$ cat src/rtl/tx_ctrl_pkg.sv
// tx_ctrl_pkg: state encodings, symbol constants and defaults for the Tx
// burst sequencer. S_POST exists only when TX_BURST_POSTAMBLE_EN is defined.
package tx_ctrl_pkg;

  localparam logic [1:0] SYM_00 = 2'b00;
  localparam logic [1:0] SYM_01 = 2'b01;
  localparam logic [1:0] SYM_11 = 2'b11;

  localparam int DEF_PREAMBLE_LEN = 16;
  localparam int DEF_FLUSH_CYCLES = 8;

  typedef enum logic [2:0] {
    S_IDLE  = 3'd0,
    S_PRE   = 3'd1,
    S_PAY   = 3'd2,
`ifdef TX_BURST_POSTAMBLE_EN
    S_POST  = 3'd3,
`endif
    S_FLUSH = 3'd4,
    S_DONE  = 3'd5
  } state_e;

endpackage

$ cat src/rtl/tx_burst_ctrl_if.sv
// tx_burst_ctrl_if: symbol stream between grey_encode, the sequencer and
// pam_4_encode, plus the prbs31 enable. master = sequencer side.
interface tx_burst_ctrl_if;

  logic       prbs_en;
  logic [1:0] sym_in;
  logic       sym_in_valid;
  logic [1:0] symbol_out;
  logic       symbol_out_valid;

  modport master (
    output prbs_en,
    output symbol_out,
    output symbol_out_valid,
    input  sym_in,
    input  sym_in_valid
  );

  modport slave (
    input  prbs_en,
    input  symbol_out,
    input  symbol_out_valid,
    output sym_in,
    output sym_in_valid
  );

endinterface

$ cat src/rtl/tx_pattern_gen.sv
// tx_pattern_gen: counter-driven training pattern source. Ports: step
// advances (else clears), alt picks A/B alternation vs constant 01,
// sym is the pattern at the current index, fin flags LEN symbols emitted.
module tx_pattern_gen
  import tx_ctrl_pkg::*;
#(
  parameter int         LEN   = DEF_PREAMBLE_LEN,
  parameter logic [1:0] PAT_A = SYM_11,
  parameter logic [1:0] PAT_B = SYM_00
) (
  input  logic       clk,
  input  logic       rstn,
  input  logic       step,
  input  logic       alt,
  output logic [1:0] sym,
  output logic       fin
);

  localparam int CW = $clog2(LEN + 1);

  logic [CW-1:0] cnt;

  // Idle cycles park the counter at zero so the next run starts on A.
  always_ff @(posedge clk or negedge rstn) begin
    if (!rstn) begin
      cnt <= '0;
    end else begin
      cnt <= step ? cnt + 1'b1 : '0;
    end
  end

  assign sym = alt ? (cnt[0] ? PAT_B : PAT_A) : SYM_01;
  assign fin = (cnt == CW'(LEN));

endmodule

$ cat src/rtl/tx_burst_ctrl.sv
// tx_burst_ctrl: preamble / gated-PRBS payload / flush sequencer feeding
// pam_4_encode. Ports: clk, rstn, start, abort, burst_len, busy, done,
// sym_count, sif (symbol stream + prbs_en). Optional TX_BURST_POSTAMBLE_EN
// adds a constant-01 postamble between payload and flush.
module tx_burst_ctrl
  import tx_ctrl_pkg::*;
#(
  parameter int         BURST_W      = 16,
  parameter int         PREAMBLE_LEN = DEF_PREAMBLE_LEN,
  parameter int         FLUSH_CYCLES = DEF_FLUSH_CYCLES,
  parameter logic [1:0] PREAMBLE_A   = SYM_11,
  parameter logic [1:0] PREAMBLE_B   = SYM_00
) (
  input  logic               clk,
  input  logic               rstn,
  input  logic               start,
  input  logic               abort,
  input  logic [BURST_W-1:0] burst_len,
  output logic               busy,
  output logic               done,
  output logic [BURST_W-1:0] sym_count,
  tx_burst_ctrl_if.master    sif
);

  localparam int FW = $clog2(FLUSH_CYCLES + 1);

`ifdef TX_BURST_POSTAMBLE_EN
  localparam state_e S_TAIL = S_POST;
`else
  localparam state_e S_TAIL = S_FLUSH;
`endif

  state_e             state;
  logic [BURST_W-1:0] len;
  logic [BURST_W-1:0] cnt_nxt;
  logic [FW-1:0]      fcnt;
  logic               prbs_q;
  logic               vld_q;
  logic [1:0]         sym_q;
  logic               pg_run;
  logic               pg_step;
  logic               pg_alt;
  logic               pg_fin;
  logic [1:0]         pg_sym;
  logic               pay_last;

  assign sif.prbs_en          = prbs_q;
  assign sif.symbol_out       = sym_q;
  assign sif.symbol_out_valid = vld_q;

  assign cnt_nxt  = sym_count + 1'b1;
  assign pay_last = (state == S_PAY) && sif.sym_in_valid
                  && (cnt_nxt == len);

`ifdef TX_BURST_POSTAMBLE_EN
  assign pg_run = (state == S_PRE) || (state == S_POST);
`else
  assign pg_run = (state == S_PRE);
`endif

  // The first pattern symbol leaves on the start edge itself.
  assign pg_step = !abort
                 && ((state == S_IDLE && start) || (pg_run && !pg_fin));
  assign pg_alt  = (state == S_IDLE) || (state == S_PRE);

  tx_pattern_gen #(
    .LEN   (PREAMBLE_LEN),
    .PAT_A (PREAMBLE_A),
    .PAT_B (PREAMBLE_B)
  ) u_pat (
    .clk  (clk),
    .rstn (rstn),
    .step (pg_step),
    .alt  (pg_alt),
    .sym  (pg_sym),
    .fin  (pg_fin)
  );

  always_ff @(posedge clk or negedge rstn) begin
    if (!rstn) begin
      state     <= S_IDLE;
      len       <= '0;
      fcnt      <= '0;
      sym_count <= '0;
      prbs_q    <= 1'b0;
      vld_q     <= 1'b0;
      sym_q     <= SYM_00;
      busy      <= 1'b0;
      done      <= 1'b0;
    end else begin
      done  <= 1'b0;
      vld_q <= 1'b0;
      if (abort) begin
        state  <= S_IDLE;
        prbs_q <= 1'b0;
        busy   <= 1'b0;
      end else begin
        unique case (state)
          S_IDLE: begin
            if (start) begin
              len       <= burst_len;
              sym_count <= '0;
              busy      <= 1'b1;
              state     <= S_PRE;
              sym_q     <= pg_sym;
              vld_q     <= 1'b1;
            end
          end
          S_PRE: begin
            if (!pg_fin) begin
              sym_q <= pg_sym;
              vld_q <= 1'b1;
            end else if (len != '0) begin
              state  <= S_PAY;
              prbs_q <= 1'b1;
            end else begin
              state <= S_TAIL;
              fcnt  <= '0;
            end
          end
          S_PAY: begin
            if (sif.sym_in_valid) begin
              sym_q     <= sif.sym_in;
              vld_q     <= 1'b1;
              sym_count <= cnt_nxt;
              if (pay_last) begin
                prbs_q <= 1'b0;
                state  <= S_TAIL;
                fcnt   <= '0;
              end
            end
          end
`ifdef TX_BURST_POSTAMBLE_EN
          S_POST: begin
            if (!pg_fin) begin
              sym_q <= pg_sym;
              vld_q <= 1'b1;
            end else begin
              state <= S_FLUSH;
              fcnt  <= '0;
            end
          end
`endif
          S_FLUSH: begin
            if (fcnt == FW'(FLUSH_CYCLES - 1)) begin
              state <= S_DONE;
              done  <= 1'b1;
            end else begin
              fcnt <= fcnt + 1'b1;
            end
          end
          S_DONE: begin
            state <= S_IDLE;
            busy  <= 1'b0;
          end
          default: begin
            state <= S_IDLE;
          end
        endcase
      end
    end
  end

endmodule

$ cat src/flat_wrapper.sv
// flat-port wrapper written by rule: the top's interface ports become plain ports
module tx_burst_ctrl_flat import tx_ctrl_pkg::*;
#(
  parameter int         BURST_W      = 16,
  parameter int         PREAMBLE_LEN = DEF_PREAMBLE_LEN,
  parameter int         FLUSH_CYCLES = DEF_FLUSH_CYCLES,
  parameter logic [1:0] PREAMBLE_A   = SYM_11,
  parameter logic [1:0] PREAMBLE_B   = SYM_00
)
  (clk, rstn, start, abort, burst_len, busy, done, sym_count, sif_prbs_en, sif_symbol_out, sif_symbol_out_valid, sif_sym_in, sif_sym_in_valid);
  tx_burst_ctrl_if sif_i ();
  input  logic clk;
  input  logic rstn;
  input  logic start;
  input  logic abort;
  input  logic [BURST_W-1:0] burst_len;
  output logic busy;
  output logic done;
  output logic [BURST_W-1:0] sym_count;
  output wire logic [$bits(sif_i.prbs_en)-1:0] sif_prbs_en;
  output wire logic [$bits(sif_i.symbol_out)-1:0] sif_symbol_out;
  output wire logic [$bits(sif_i.symbol_out_valid)-1:0] sif_symbol_out_valid;
  input wire logic [$bits(sif_i.sym_in)-1:0] sif_sym_in;
  input wire logic [$bits(sif_i.sym_in_valid)-1:0] sif_sym_in_valid;
  assign sif_prbs_en = sif_i.prbs_en;
  assign sif_symbol_out = sif_i.symbol_out;
  assign sif_symbol_out_valid = sif_i.symbol_out_valid;
  assign sif_i.sym_in = sif_sym_in;
  assign sif_i.sym_in_valid = sif_sym_in_valid;
  tx_burst_ctrl #(.BURST_W(BURST_W), .PREAMBLE_LEN(PREAMBLE_LEN), .FLUSH_CYCLES(FLUSH_CYCLES), .PREAMBLE_A(PREAMBLE_A), .PREAMBLE_B(PREAMBLE_B)) u_core (.clk(clk), .rstn(rstn), .start(start), .abort(abort), .burst_len(burst_len), .busy(busy), .done(done), .sym_count(sym_count), .sif(sif_i));
endmodule
$ cat config.mk
export PLATFORM = sky130hd
export DESIGN_NAME = tx_burst_ctrl_flat
export DESIGN_NICKNAME = d
export VERILOG_FILES = /design/src/rtl/tx_ctrl_pkg.sv /design/src/rtl/tx_burst_ctrl_if.sv /design/src/rtl/tx_pattern_gen.sv /design/src/rtl/tx_burst_ctrl.sv /design/src/flat_wrapper.sv
export SDC_FILE = /design/constraint.sdc
export NUM_CORES = 1
export LEC_CHECK = 0
export BUFFER_PORTS_ARGS = -buffer_cell sky130_fd_sc_hd__clkbuf_2
export CELL_PAD_IN_SITES_DETAIL_PLACEMENT = 0
export CELL_PAD_IN_SITES_GLOBAL_PLACEMENT = 2
export CORE_MARGIN = 4
export CORE_UTILIZATION = 33
export CTS_CLUSTER_DIAMETER = 50
export CTS_CLUSTER_SIZE = 24
export DETAILED_ROUTE_END_ITERATION = 16
export PLACE_DENSITY_LB_ADDON = 0.1
export SLEW_MARGIN = 20
export SYNTH_ARGS = -nofsm -noshare
export SYNTH_HDL_FRONTEND = slang
export SYNTH_HIERARCHICAL = 1
export SYNTH_SLANG_ARGS = --single-unit
export TNS_END_PERCENT = 1
$ cat constraint.sdc
create_clock -name clk -period 2.4 [get_ports clk]
set_clock_uncertainty 0.15 [all_clocks]
set_input_delay 0.24 -clock clk [delete_from_list [all_inputs] [get_ports clk]]
set_output_delay 0.24 -clock clk [all_outputs]
set_load 0.1 [all_outputs]
==> flow_summary.yaml <==
global_routing:
  grt_pass1_vias: 2840
  grt_busiest_layer: "met2"
  antenna_found_initial: 0
  grtUsageTotal: 0.172
  grt_max_degree: 21
  grt_first_pass_wirelength_um: 15600
  grt_use_met2: 0.267
  grt_use_met1: 0.252
  gr-usage-met3: 0.0294
  grt_overflow: 0
power_and_ir_drop:
  vdd_drop_max_mv: 0.274
  power.density_nw_per_um2: 504
  p_leak_uw: 0.00174
worst_setup_path:
  arrival_ns: 2.36
  cp-start-kind: "flip-flop"
  crit_type: "flip-flop to flip-flop"
  r2r_cells: 9
  crit_required_ns: 2.45
  crit_path_end_kind: "flip-flop"
  crit_path_max_fanout: 6
logic_synthesis:
  synth_most_common_cell: "dfrtp_1"
  avgSynthCellArea_um2: 9.76
  yosys.cell_types.count: 69
  synthTopCellsByArea: "dfrtp_1 38%, mux2_2 5.5%, o21ai_0 3.2%"
  synthAdderAreaFrac: 0.0153
  synth_seq_cells: 50
  synth_compound_area_frac: 0.186
  synth_top_area_frac: 0.383
  synth_edf_count: 0
  synth_common_cells: "50 x dfrtp_1, 25 x nor2_1, 21 x o21ai_0"
  syn-num-nets: 362
  synthArstFlopShare: 1.00
  synth-xor-area-share: 0.0471
  yosysSeqAreaShare: 0.383
  yosysTopAreaCell: "dfrtp_1"
  yosys.area_share.simple: 0.244
  synthMuxAreaShare: 0.0704
  syn_area_um2: 3270
  ys.warnings.count: 6
  synth_top_family_by_area: "simple AND/OR/NAND/NOR gates"
  synth-main-ff-cell: "dfrtp_1"
  synth_cells: 335
hold_path:
  hold_depth: 2
  hold_class: "primary input to flip-flop"
cells_and_area:
  syn2layout_area_growth_pct: 24.6
  multi_input_area_um2: 1900
  fin_cells: 538
  regArea_um2: 1300
  drive_gt1_frac: 0.353
  fin_nets: 431
  n_fill_cell: 1011
  fin_area_um2: 4080
  antenna_cells: 0
placement:
  dp_cells: 523
  postPlaceCellArea_um2: 3860
  gp_congestion: 0.782
  port_buffers: 44
  dp_slack_ns: 0.0152
  dp_hpwl_um: 6990
detailed_routing:
  avgViaCountPerCell: 5.28
  first_pass_iters: 4
  drc_errors: 0
  num_vias: 2838
  drtAntennaViolNets: 0
  initialDrtViolationCount: 172
  wl_per_cell_um: 17.2
  wl_um: 9260
die:
  coreArea_um2: 9730
  start_util: 0.336
  die-area_um2: 11600
  io_pins: 45
  dieWidth_um: 108
  die_h_um: 108
  core.rowCount: 36
clock_tree:
  cts_buffer_depth: 2
  clk_pin_slew_ns: 0.10
  cts_sinks: 50
  post-cts-setup-buffer-count: 0
  insertion_delay_ns: 0.31
  cts-root-buf: "clkbuf_8"
  cts_tree: "done"
  numCtsBuffers: 5
  htreeDepth: 2
sta:
  fmax_mhz: 432
  slew_headroom: 0.636
  fin_setup_tns_ns: 0
  hold_viol: 0
  final-setup-viol-count: 0
  slew_violations: 0
  grt_setup_unrepaired: "true"
  setup_slack_ns: 0.0859
  worst_pin_slew_ns: 0.548
  period_share: 0.964
  period_needed_ns: 2.31
run_status:
  status: "finished, final reports clean"
flow_run:
  maxCapViolCount: 0
placed cells by master (no fill, tap or decap), types with 3 or more instances in the layout:
cell           Yosys  routed
and2_1             4       4
o21ai_1            3       3
nor4_1             6       5
a21o_1             4       4
a211oi_1           5       5
nand2b_1           4       4
nor2b_1            6       6
clkbuf_8           0       5
dfrtp_2            0       3
nand4_4            1       3
and4b_1            3       3
mux2i_1            5       5
nand2_1           19      17
nor2_1            25      25
ha_1               4       3
nand4_1            9       9
nand3b_1           3       3
nand3_1           10      10
buf_4              6      32
a21oi_1           16      16
o31ai_1            8       8
or3_1              5       5
dfrtp_1           50      36
and4_1             3       3
dlygate4sd3_1      0       7
xnor2_1            8       8
mux2_2            16      16
o41ai_1            4       3
nor3_1             8       7
o21ai_0           21      21
clkbuf_2           0      44
inv_1              8       8
o22ai_1            3       3
dfrtp_4            0      11
xor2_1             7       7
nand2_2            1       3
registers in the layout, summed over array words and instances (netlist names):
register,flops
u_core/busy,1
u_core/done,1
u_core/fcnt,4
u_core/len,16
u_core/sif.prbs_en,1
u_core/sif.symbol_out,2
u_core/sif.symbol_out_valid,1
u_core/state,3
u_core/sym_count,16
u_core/u_pat/cnt,5
layer usage:
metal,up-vias,wire [µm]
met2,39,4180
met5,-,0
li1,1384,-
met4,0,60
met3,5,303
met1,1410,4710
through the flow:
stage	utilization	hold WS, ns	power, µW
4_1_cts	0.414	0.00198	2090
3_3_place_gp	0.397	0.0899	1420
6_report	0.419	0.00963	2060
2_1_floorplan	-	-0.206	1270
3_5_place_dp	0.397	0.0881	1430
5_1_grt	0.419	0.00158	2180
what timing repair did:
item | CTS | global route
resized for setup | 1 | 6
pin swaps | 0 | 4
endpoints found under the hold margin | 20 | 2
endpoints found under the setup margin | 1 | 7
hold buffers | 5 | 2
layout make-up:
| type | instances | area share |
|---|---|---|
| clock buffer | 5 | 0.0169 |
| clock inverter | 3 | 0.0117 |
| inverter | 8 | 0.00737 |
| multi-input combinational | 254 | 0.467 |
| sequential | 50 | 0.318 |
| timing repair buffer | 85 | 0.138 |
| tap | 133 | 0.0408 |
power by group:
part	switching (µW)	internal, µW	total, µW
Clock	322	317	639
Sequential	65.8	911	976
Combinational	249	191	440
critical path: stages, from the launching register on:
cell and delay [ns]:
dfrtp_1 0.41, inv_1 0.06, ha_1 0.13, nand2_1 0.05, nor3_2 0.14, or3b_1 0.39, o32a_1 0.37, or2_1 0.26
a22oi_2 0.18, a21oi_1 0.05
final timing paths:
check	start	to	slack (ns)
setup / recovery	u_core/u_pat/cnt[1]	u_core/fcnt[1]	0.09
hold / removal	burst_len[12]	u_core/len[12]	0.01
setup reg to reg	u_core/u_pat/cnt[1]	u_core/fcnt[1]	0.09
hold reg to reg	u_core/sif.symbol_out[1]	u_core/sif.symbol_out[1]	0.34
max in group asynchronous	rstn	u_core/state[1]	1.19
min in group asynchronous	rstn	u_core/sym_count[7]	0.26
cells by family after synthesis:
group	after synthesis
compound gates	85
xor+xnor	16
fa+ha+maj	4
buf+inv	31
flops	50
mux	21
simple gates	128
(Power assumes the default switching activity.)
